## src/rtl/ps2_pkg.sv

```systemverilog
// ps2_pkg
// Shared definitions for the PS/2 keyboard receiver:
//   - Set-2 prefix bytes (extended / break)
//   - frame length and idle line level
//   - frame FSM state encoding
//   - odd-parity helper over data+parity bits
package ps2_pkg;

  localparam logic [7:0] PS2_PREFIX_EXT = 8'hE0;
  localparam logic [7:0] PS2_PREFIX_BRK = 8'hF0;
  localparam int         PS2_FRAME_BITS = 11;
  // Both PS/2 lines idle high (open collector with pull-ups).
  localparam logic       PS2_LINE_IDLE  = 1'b1;

  typedef enum logic [1:0] {
    IDLE  = 2'd0,
    SHIFT = 2'd1,
    CHECK = 2'd2
  } frame_state_e;

  // True when the 8 data bits plus the parity bit carry an odd number of ones.
  function automatic logic odd_parity_ok(input logic [8:0] bits);
    return ^bits;
  endfunction

endpackage

```

## src/rtl/ps2_line_filter.sv

```systemverilog
// ps2_line_filter
// Conditions one raw PS/2 line into the system clock domain.
//   clk       in   system clock
//   rst_n     in   asynchronous active-low reset
//   line_raw  in   raw pin level, asynchronous
//   line_sync out  line after a 2-flop synchroniser
//   line_filt out  synchronised line after a FILTER_LEN stability filter
//   fall      out  one-cycle strobe on a filtered 1->0 transition
// The filtered level only changes after FILTER_LEN consecutive synchronised
// samples disagree with it, so short glitches never produce a strobe.
module ps2_line_filter
  import ps2_pkg::*;
#(
  parameter int FILTER_LEN = 8
) (
  input  logic clk,
  input  logic rst_n,
  input  logic line_raw,
  output logic line_sync,
  output logic line_filt,
  output logic fall
);

  localparam int CNT_W = $clog2(FILTER_LEN) + 1;
  localparam logic [CNT_W-1:0] CNT_LAST = CNT_W'(FILTER_LEN - 1);
  localparam logic [CNT_W-1:0] CNT_ZERO = {CNT_W{1'b0}};
  localparam logic [CNT_W-1:0] CNT_ONE  = {{(CNT_W-1){1'b0}}, 1'b1};

  logic [1:0]       sync_r;
  logic             filt_r;
  logic [CNT_W-1:0] cnt_r;
  logic             fall_r;

  logic [CNT_W-1:0] cnt_nxt_s;
  logic             filt_nxt_s;
  logic             fall_nxt_s;

  // Stability counter: counts samples that disagree with the filtered level.
  always_comb begin
    cnt_nxt_s  = CNT_ZERO;
    filt_nxt_s = filt_r;
    fall_nxt_s = 1'b0;
    if (sync_r[1] != filt_r) begin
      if (cnt_r >= CNT_LAST) begin
        filt_nxt_s = sync_r[1];
        cnt_nxt_s  = CNT_ZERO;
        // Disagreeing with a high filtered level means the line went low.
        fall_nxt_s = filt_r;
      end else begin
        cnt_nxt_s = cnt_r + CNT_ONE;
      end
    end else begin
      cnt_nxt_s = CNT_ZERO;
    end
  end

  // Synchroniser, filter state and strobe registers.
  always_ff @(posedge clk or negedge rst_n) begin
    if (!rst_n) begin
      sync_r <= {2{PS2_LINE_IDLE}};
      filt_r <= PS2_LINE_IDLE;
      cnt_r  <= CNT_ZERO;
      fall_r <= 1'b0;
    end else begin
      sync_r <= {sync_r[0], line_raw};
      filt_r <= filt_nxt_s;
      cnt_r  <= cnt_nxt_s;
      fall_r <= fall_nxt_s;
    end
  end

  assign line_sync = sync_r[1];
  assign line_filt = filt_r;
  assign fall      = fall_r;

endmodule

```

## src/rtl/ps2_keyboard_rx.sv

```systemverilog
// ps2_keyboard_rx
// PS/2 keyboard receiver: deserialises device-to-host frames and decodes
// Set-2 make/break sequences (with E0 extended prefix) into one-cycle events.
//   clk          in   system clock (CLK_HZ), rising edge
//   rst_n        in   asynchronous active-low reset
//   ps2_clk      in   raw PS/2 clock pin
//   ps2_data     in   raw PS/2 data pin
//   key_code     out  scan code of the last event, held
//   key_valid    out  one-cycle make pulse
//   key_released out  one-cycle break pulse
//   key_extended out  event was E0-prefixed, held with key_code
//   frame_err    out  one-cycle pulse on a discarded frame
// Optional feature: define PS2_PARITY_CHECK_EN to discard frames whose
// data+parity bits do not have odd parity; otherwise parity is ignored.
module ps2_keyboard_rx
  import ps2_pkg::*;
#(
  parameter int CLK_HZ         = 100_000_000,
  parameter int FILTER_LEN     = 8,
  parameter int TIMEOUT_CYCLES = 200_000
) (
  input  logic       clk,
  input  logic       rst_n,
  input  logic       ps2_clk,
  input  logic       ps2_data,
  output logic [7:0] key_code,
  output logic       key_valid,
  output logic       key_released,
  output logic       key_extended,
  output logic       frame_err
);

  // A zero timeout falls back to 2 ms worth of system clocks.
  localparam logic [31:0] TMO_LIMIT = (TIMEOUT_CYCLES > 0) ? 32'(TIMEOUT_CYCLES)
                                                           : 32'(CLK_HZ / 500);
  // Bits shifted after the start bit: 8 data, parity, stop (index 0..9).
  localparam logic [3:0]  LAST_BIT  = 4'(PS2_FRAME_BITS - 2);

  // Line front end
  logic clk_fall_s;
  logic data_sync_s;
  logic clk_sync_unused_s;
  logic clk_filt_unused_s;
  logic data_filt_unused_s;
  logic data_fall_unused_s;

  ps2_line_filter #(
    .FILTER_LEN (FILTER_LEN)
  ) u_clk_filter (
    .clk       (clk),
    .rst_n     (rst_n),
    .line_raw  (ps2_clk),
    .line_sync (clk_sync_unused_s),
    .line_filt (clk_filt_unused_s),
    .fall      (clk_fall_s)
  );

  // Data is only sampled on clean clock falls, so its synchroniser suffices.
  ps2_line_filter #(
    .FILTER_LEN (FILTER_LEN)
  ) u_data_filter (
    .clk       (clk),
    .rst_n     (rst_n),
    .line_raw  (ps2_data),
    .line_sync (data_sync_s),
    .line_filt (data_filt_unused_s),
    .fall      (data_fall_unused_s)
  );

  // Frame FSM, timeout and decoder state
  frame_state_e state_r,    state_nxt_s;
  logic [3:0]   bit_cnt_r,  bit_cnt_nxt_s;
  logic [9:0]   shift_r,    shift_nxt_s;
  logic [31:0]  tmo_cnt_r,  tmo_cnt_nxt_s;
  logic         ext_pend_r, ext_pend_nxt_s;
  logic         brk_pend_r, brk_pend_nxt_s;

  // Registered outputs
  logic [7:0]   key_code_r,     key_code_nxt_s;
  logic         key_valid_r,    key_valid_nxt_s;
  logic         key_released_r, key_released_nxt_s;
  logic         key_extended_r, key_extended_nxt_s;
  logic         frame_err_r,    frame_err_nxt_s;

  logic         frame_good_s;
  logic         timeout_s;
  logic [7:0]   rx_byte_s;

  assign rx_byte_s = shift_r[7:0];
  assign timeout_s = (tmo_cnt_r >= TMO_LIMIT);

  // Frame acceptance: stop bit high, plus odd parity when checking is built in.
  always_comb begin
`ifdef PS2_PARITY_CHECK_EN
    frame_good_s = shift_r[9] & odd_parity_ok(shift_r[8:0]);
`else
    frame_good_s = shift_r[9];
`endif
  end

  // Timeout counter: cleared in IDLE and on every fall, saturates at the limit.
  always_comb begin
    tmo_cnt_nxt_s = tmo_cnt_r;
    if (state_r == IDLE) begin
      tmo_cnt_nxt_s = 32'd0;
    end else if (clk_fall_s) begin
      tmo_cnt_nxt_s = 32'd0;
    end else if (tmo_cnt_r < TMO_LIMIT) begin
      tmo_cnt_nxt_s = tmo_cnt_r + 32'd1;
    end else begin
      tmo_cnt_nxt_s = tmo_cnt_r;
    end
  end

  // Frame FSM next state, shifter, prefix decoder and output pulses.
  always_comb begin
    state_nxt_s        = state_r;
    bit_cnt_nxt_s      = bit_cnt_r;
    shift_nxt_s        = shift_r;
    ext_pend_nxt_s     = ext_pend_r;
    brk_pend_nxt_s     = brk_pend_r;
    key_code_nxt_s     = key_code_r;
    key_extended_nxt_s = key_extended_r;
    key_valid_nxt_s    = 1'b0;
    key_released_nxt_s = 1'b0;
    frame_err_nxt_s    = 1'b0;

    case (state_r)
      IDLE: begin
        // A fall with data high is a glitch, not a start bit.
        if (clk_fall_s && !data_sync_s) begin
          state_nxt_s   = SHIFT;
          bit_cnt_nxt_s = 4'd0;
        end else begin
          state_nxt_s = IDLE;
        end
      end

      SHIFT: begin
        if (clk_fall_s) begin
          shift_nxt_s = {data_sync_s, shift_r[9:1]};
          if (bit_cnt_r == LAST_BIT) begin
            state_nxt_s = CHECK;
          end else begin
            bit_cnt_nxt_s = bit_cnt_r + 4'd1;
          end
        end else if (timeout_s) begin
          state_nxt_s     = IDLE;
          frame_err_nxt_s = 1'b1;
          ext_pend_nxt_s  = 1'b0;
          brk_pend_nxt_s  = 1'b0;
        end else begin
          state_nxt_s = SHIFT;
        end
      end

      CHECK: begin
        state_nxt_s = IDLE;
        if (!frame_good_s) begin
          frame_err_nxt_s = 1'b1;
          ext_pend_nxt_s  = 1'b0;
          brk_pend_nxt_s  = 1'b0;
        end else if (rx_byte_s == PS2_PREFIX_EXT) begin
          ext_pend_nxt_s = 1'b1;
        end else if (rx_byte_s == PS2_PREFIX_BRK) begin
          brk_pend_nxt_s = 1'b1;
        end else begin
          key_code_nxt_s     = rx_byte_s;
          key_extended_nxt_s = ext_pend_r;
          if (brk_pend_r) begin
            key_released_nxt_s = 1'b1;
          end else begin
            key_valid_nxt_s = 1'b1;
          end
          ext_pend_nxt_s = 1'b0;
          brk_pend_nxt_s = 1'b0;
        end
      end

      default: begin
        state_nxt_s    = IDLE;
        ext_pend_nxt_s = 1'b0;
        brk_pend_nxt_s = 1'b0;
      end
    endcase
  end

  // State, datapath and output registers.
  always_ff @(posedge clk or negedge rst_n) begin
    if (!rst_n) begin
      state_r        <= IDLE;
      bit_cnt_r      <= 4'd0;
      shift_r        <= 10'd0;
      tmo_cnt_r      <= 32'd0;
      ext_pend_r     <= 1'b0;
      brk_pend_r     <= 1'b0;
      key_code_r     <= 8'h00;
      key_valid_r    <= 1'b0;
      key_released_r <= 1'b0;
      key_extended_r <= 1'b0;
      frame_err_r    <= 1'b0;
    end else begin
      state_r        <= state_nxt_s;
      bit_cnt_r      <= bit_cnt_nxt_s;
      shift_r        <= shift_nxt_s;
      tmo_cnt_r      <= tmo_cnt_nxt_s;
      ext_pend_r     <= ext_pend_nxt_s;
      brk_pend_r     <= brk_pend_nxt_s;
      key_code_r     <= key_code_nxt_s;
      key_valid_r    <= key_valid_nxt_s;
      key_released_r <= key_released_nxt_s;
      key_extended_r <= key_extended_nxt_s;
      frame_err_r    <= frame_err_nxt_s;
    end
  end

  assign key_code     = key_code_r;
  assign key_valid    = key_valid_r;
  assign key_released = key_released_r;
  assign key_extended = key_extended_r;
  assign frame_err    = frame_err_r;

endmodule
```

## config.mk

```make
export PLATFORM = sky130hd
export DESIGN_NAME = ps2_keyboard_rx
export DESIGN_NICKNAME = d
export VERILOG_FILES = /design/src/rtl/ps2_pkg.sv /design/src/rtl/ps2_line_filter.sv /design/src/rtl/ps2_keyboard_rx.sv
export SDC_FILE = /design/constraint.sdc
export NUM_CORES = 1
export LEC_CHECK = 0
export ABC_AREA = 1
export BUFFER_PORTS_ARGS = -buffer_cell sky130_fd_sc_hd__buf_2
export CORE_MARGIN = 2
export CORE_UTILIZATION = 45
export DETAILED_ROUTE_END_ITERATION = 12
export PLACE_DENSITY = 0.57
export SKIP_CTS_REPAIR_TIMING = 1
export SLEW_MARGIN = 25
export SYNTH_ARGS = -nofsm -noshare
export SYNTH_HDL_FRONTEND = slang
export SYNTH_SLANG_ARGS = --single-unit
```

## constraint.sdc

```tcl
create_clock -name clk -period 3 [get_ports clk]
set_clock_uncertainty 0.05 [all_clocks]
set_input_delay 0.15 -clock clk [delete_from_list [all_inputs] [get_ports clk]]
set_output_delay 0.15 -clock clk [all_outputs]
set_load 0.01 [all_outputs]
```

# [Yosys cells after proc, flatten, opt, wreduce, memory -nomap -nowiden]
# Cells that the tools add are included.
[op_classes] addsub=3 magnitude_cmp=3 eq_ne=14 n_mux=40 bitwise_logic=3 n_reduce_logical=11
[ops] operator="$mux 32" count=3
[ops] operator="$add 32x1->32 const B" count=1
[ops] operator="$ge 32x18->1 const B" count=1
[ops] operator="$lt 32x18->1 const B" count=1
[ops] operator="$mux 1" count=25
[ops] operator="$mux 4" count=5
[ops] operator="$eq 8x8->1 const B" count=2
[ops] operator="$reduce_and 4->1" count=4
[ops] operator="$add 4x1->4 const B" count=2
[ops] operator="$pmux 4 s2" count=1
[ops] operator="$ne 2x2->1 const B" count=3
[ops] operator="$ne 3x3->1 const B" count=2
[ops] operator="$pmux 1 s3" count=2
[ops] operator="$eq 4x4->1 const B" count=1
[ops] operator="$ge 4x3->1 const B" count=1
[ops] operator="$mux 2" count=2
[ops] operator="$ne 2x1->1 const B" count=2
[ops] operator="$ne 4x4->1 const B" count=1
[ops] operator="$pmux 2 s2" count=1
[ops] operator="$reduce_and 2->1" count=2
[ops] operator="$not 1->1" count=3
[ops] operator="$reduce_bool 3->1" count=1
[ops] operator="$eq 2x1->1 const B" count=1
[ops] operator="$eq 2x2->1 const B" count=1
[ops] operator="6 further kinds" count=6
[word_totals] ff_bits=72 input_bits=4 out_inout_bits=12 wordCells=90

# [Logic depth before layout (Yosys ltp)]
[logic_depth] word_depth=5 mapped_depth=11 ltp_nobuf=10

# [By module]
# A second synthesis with hierarchy kept.
[hier_totals] hier_cells=466 area_unflattened_um2=3753.6
[modules_own_cells] module="ps2_keyboard_rx" instances=1 cells_each=406 area_per_inst_um2=3143.0 seq_area_each_um2=1551.5
[modules_own_cells] module="ps2_line_filter at u_data_filter" instances=1 cells_each=31 area_per_inst_um2=309.0 seq_area_each_um2=203.9
[modules_own_cells] module="ps2_line_filter at u_clk_filter" instances=1 cells_each=29 area_per_inst_um2=301.5 seq_area_each_um2=203.9

# [Least setup slack after synthesis]
# Ideal clock, no wire load.
[synth_timing] path_kind="register -> register" from="register tmo_cnt_r[1]" to="register tmo_cnt_r[16]" setup_time_ps=119 t_arrival_ps=1357 required_ps=2831 setup_slack_ps=1474 stages_incl_launch_ff=9 path_buffers=0 period_less_slack_ps=1526 path_cell_list="dfrtp_1 -> ha_1 -> nand2_1 -> nor2_1 -> nand3_1 -> nor3_1 -> nand3_1 -> nand2_1 -> nor2_1"
[synth_via] elab_chain_len=4 word_cells_on_any_way=6 cone_classes="1 x add/sub; 1 x order compare; 3 x mux; 1 x reduce/logical"
[synth_rtl] element="from (decl)" line="ps2_keyboard_rx.sv:74" source="logic [31:0] tmo_cnt_r, tmo_cnt_nxt_s;"
[synth_rtl] element="from (signal assigned)" line="ps2_keyboard_rx.sv:206" source="tmo_cnt_r <= tmo_cnt_nxt_s;"
[synth_rtl] element="$add 32x1->32" line="ps2_keyboard_rx.sv:109" source="tmo_cnt_nxt_s = tmo_cnt_r + 32'd1;"
[synth_rtl] element="$mux 32" line="ps2_keyboard_rx.sv:108" source="end else if (tmo_cnt_r < TMO_LIMIT) begin"
[synth_rtl] element="$mux 32" line="ps2_keyboard_rx.sv:106" source="end else if (clk_fall_s) begin"
[synth_rtl] element="$mux 32" line="ps2_keyboard_rx.sv:104" source="if (state_r == IDLE) begin"
# Several ways; a longest one is shown, not always the timed one. The select of a mux whose other input is x is not followed.
# A chain may end at the register's enable or synchronous reset.

# [Worst setup path after layout]
[layout_timing] from="register state_r[1]" to="register state_r[0]"
[layout_via] elab_chain_len=2 word_cells_on_any_way=4 cone_classes="2 x eq/ne; 1 x mux; 1 x reduce/logical"
[layout_rtl] element="from (decl)" line="ps2_keyboard_rx.sv:71" source="frame_state_e state_r, state_nxt_s;"
[layout_rtl] element="from (signal assigned)" line="ps2_keyboard_rx.sv:203" source="state_r <= state_nxt_s;"
[layout_rtl] element="$eq 2x1->1 / $logic_not 2->1 (equally long branches)" line="ps2_keyboard_rx.sv:128" source="case (state_r)"
[layout_rtl] element="$pmux 2 s2 / $ne 3x3->1 (equally long branches)"
# Several ways; a longest one is shown, not always the timed one.

==> implementation parameters <==
Parameter                              Value

Power
  Static leakage power    roughly 0.0019 uW
  Sum of internal, switching and leakage power    between 1500 and 2000 uW
  Worst vdd ir    0.000323 V
  Total power divided by cell area    roughly 500 mW/mm^2

Logic synthesis
  Synthesized instance count    approximately 440
  Distinct cell type count of the synthesized netlist    30
  Flops & latches, synth    72
  Synthesized Nets    453
  Total number of yosys warnings    0
  Share of the yosys chip area belonging to registers    between 50% and 60%
  Synth top area cells    sky130_fd_sc_hd__dfrtp_1 (47%), sky130_fd_sc_hd__nand2_1 (11%), sky130_fd_sc_hd__inv_1 (7.2%), sky130_fd_sc_hd__nor2_1 (7.2%), sky130_fd_sc_hd__nand3_1 (4.2%)
  Yosys top cell by area    sky130_fd_sc_hd__dfrtp_1
  Post-Syn Area per Cell    approximately 8.0 sq um
  Area share of the largest cell type after synthesis    roughly 47%
  Post-Synthesis Cell Area    0.00355 sq mm

Status
  Result of the run    completed

Critical path
  Ordered cell list for the critical path    inv_1 > ha_1 > nand2_1 > nor2_1 > inv_1 > nand2_1 > nand2_1
  Crit end category    flip-flop
  Max FO, Critical Path    24
  Master of the slowest instance on the critical path    sky130_fd_sc_hd__nand2_1
  CP max stage delay    about 0.44 ns
  Type of the worst setup path    reg -> reg
  Startpoint types    flip-flop
  Data required time of the worst path    about 3.2 ns
  Crit path DAT    between 1.5 and 2 ns
  Cell repeated most along the worst path    sky130_fd_sc_hd__nand2_1

Floorplanning
  X dimension of the die    roughly 93 um
  Number of top-level design ports    16
  Initial cell density of the core    46.2%
  Core region area    about 0.0077 sq mm
  Area enclosed by the die boundary    ~0.0086 sq mm
  Die height    ~93 um
  Number of placement rows    32

Drt
  Drt via density    ~4.8
  Remaining number of nets flagged by the antenna check after routing    0
  Wire per inst    about 12 um
  Remaining DRCs    0
  Number of iterations in the first detailed-routing pass    4
  DR iter-0 viols    roughly 110
  Routed wire length    between 6 and 7 mm
  Total vias in the final route    between 2000 and 3000

Worst hold path
  Type of the most critical hold path    reg -> reg

Global routing
  Pin count of the biggest net entering global routing    73
  Number of antenna violations at the first check in global routing    0
  Global-route wire length before repair    ~12 mm
  Aggregate global-route resource usage    17.6%
  Remaining Overflow, GRT    0
  Via count of the first global-routing pass    about 2600

CTS
  Clock buffer count from CTS    9
  Count of clock tree sinks    72
  Clock H-tree levels    3
  CTS tree    yes
  Cell at the root of the clock tree    sky130_fd_sc_hd__clkbuf_8
  Buffer levels on the longest clock path    2
  Clock latency reported for the late side of the worst-skew pair    0.34 ns
  Register clock-pin slew on the reported worst setup and hold paths    around 0.070 ns

Layout
  Final std cells w/o fill    about 570
  Share of final-layout standard cells stronger than drive strength 1    11.2%
  Most common library cell in the layout ignoring fill and taps    sky130_fd_sc_hd__nand2_1
  Post-route core utilization    roughly half
  Final-stage net count    472
  Fill count    roughly 800
  Most used cells in the layout excluding fill and tap cells    sky130_fd_sc_hd__nand2_1 (107), sky130_fd_sc_hd__inv_1 (68), sky130_fd_sc_hd__nor2_1 (68), sky130_fd_sc_hd__dfrtp_1 (67), sky130_fd_sc_hd__nand3_1 (30)
  Antenna fix cells    0
  Area growth syn-to-layout    11.3%

STA
  Maximum clock frequency    554 MHz
  Actual transition at the worst max-transition pin    0.906 ns
  Final hold slack    a little over 0.3 ns
  Total count of hold-check failures in the final report    0
  Worst max-slew margin expressed relative to the limit    between 30% and 40%
  Final total negative setup slack    0 ns
  Final setup violation count    0
  RSZ-0062 raised after global routing    no
  Count of final max-slew check failures    0
  Final critical delay including setup and external delays    1.81 ns
  Final critical-path share of the clock period    around 60%

Place
  Final weighted congestion of routability-driven global placement    roughly 0.84
  Number of placed instances with taps included    around 550
  Final HPWL DP    ~4.6 mm
  Port buffer count    15

Flow run
  Number of max-capacitance violations reported    0
[final timing paths]
| check | startpoint | end | slack (ns) | depth (start not counted) |
|---|---|---|---|---|
| worst min register to register | u_data_filter.sync_r[0]$_DFF_PN1_ | u_data_filter.sync_r[1]$_DFF_PN1_ | 0.31 | 0 |
| min in group asynchronous | rst_n | tmo_cnt_r[12]$_DFFE_PN0P_ | 0.43 | 2 |
| worst min-delay path | u_data_filter.sync_r[0]$_DFF_PN1_ | u_data_filter.sync_r[1]$_DFF_PN1_ | 0.31 | 0 |
| max in group asynchronous | rst_n | state_r[0]$_DFFE_PN0P_ | 1.88 | 2 |
| worst max register to register | state_r[1]$_DFFE_PN0P_ | state_r[0]$_DFFE_PN0P_ | 1.19 | 7 |
| worst max-delay path | state_r[1]$_DFFE_PN0P_ | state_r[0]$_DFFE_PN0P_ | 1.19 | 7 |
[flip-flops by register name, summed over array words and instances (netlist names)]
name / flops
u_clk_filter.cnt_r: 4
u_clk_filter.fall: 1
u_clk_filter.line_filt: 1
tmo_cnt_r: 32
key_released: 1
brk_pend_r: 1
bit_cnt_r: 4
frame_err: 1
u_data_filter.sync_r: 2
shift_r: 10
state_r: 2
ext_pend_r: 1
key_extended: 1
key_code: 8
key_valid: 1
u_clk_filter.sync_r: 2
[synthesized netlist by cell type]
cell / instances
sky130_fd_sc_hd__xor2_1: 4
sky130_fd_sc_hd__a21boi_0: 1
sky130_fd_sc_hd__o21ai_0: 24
sky130_fd_sc_hd__dfstp_2: 5
sky130_fd_sc_hd__nor2_1: 68
sky130_fd_sc_hd__dfrtp_1: 67
sky130_fd_sc_hd__nor2_4: 2
sky130_fd_sc_hd__o31ai_1: 2
sky130_fd_sc_hd__nor3_1: 5
sky130_fd_sc_hd__o21a_1: 1
sky130_fd_sc_hd__nor3b_1: 1
sky130_fd_sc_hd__o21ai_2: 6
sky130_fd_sc_hd__buf_2: 3
sky130_fd_sc_hd__inv_8: 1
sky130_fd_sc_hd__clkbuf_1: 6
sky130_fd_sc_hd__o21ai_1: 1
sky130_fd_sc_hd__nand2_8: 2
sky130_fd_sc_hd__nand3_1: 30
sky130_fd_sc_hd__nand2_2: 1
sky130_fd_sc_hd__nand4_1: 11
sky130_fd_sc_hd__a21oi_1: 8
sky130_fd_sc_hd__buf_12: 1
sky130_fd_sc_hd__nand2_4: 1
sky130_fd_sc_hd__a21oi_2: 1
sky130_fd_sc_hd__nand2_1: 107
sky130_fd_sc_hd__nor2_2: 1
sky130_fd_sc_hd__ha_1: 8
sky130_fd_sc_hd__inv_1: 68
sky130_fd_sc_hd__inv_2: 2
sky130_fd_sc_hd__o21bai_1: 3
[area by class of cell]
class	instances	area [sq um]	share of cell area [%]
flip-flops and latches	72	1810	45.8
multi-input cells	288	1410	35.7
inverters	71	274	6.94
clock buffers	11	141	3.58
well taps	102	128	3.23
repair buffers	18	108	2.72
clock inverters	5	81.3	2.06
[where the power goes]
| group | switching, uW | total [uW] | leakage (uW) | internal, uW |
|---|---|---|---|---|
| Sequential | 18.9 | 1020 | 0.000986 | 1000 |
| Clock | 367 | 859 | 0.000110 | 492 |
| Combinational | 64.9 | 95.0 | 0.000783 | 30.1 |
| Total | 451 | 1980 | 0.00188 | 1520 |
[layer usage]
metal  vias to the layer above  global-route usage, %  part of all wire (%)
li1                       1406                      -                     -
met1                      1265                   23.1                    49
met2                        25                   28.9                    47
met3                         9                   3.42                   2.4
met4                         0                   6.62                   1.4
met5                         -                      0                     0
[per-stage QoR]
step                      cell area [sq um]  worst slack, ns
after floorplan                        3550             1.47
after global placement                 3700             1.25
after detailed placement               3700             1.20
after CTS                              3920             1.17
after global routing                   3950            0.910
final                                  3950             1.19
[worst max-delay path: cells and delay by family, from the launching register on]
family                   cells  cell delay [ns]
adder cells (fa/ha/maj)      1             0.29
flip-flops                   1             0.39
buffers and inverters        2             0.14
AND/OR/NAND/NOR              4             0.82
[cells by family after synthesis]
family	Yosys count	synth area share (%)
flops	72	51.0
fa+ha+maj	8	2.82
compound gates	47	7.86
buf+inv	81	9.34
simple gates	229	28.0
xor+xnor	4	0.987
No activity file was read; power rests on OpenSTA's default activity.
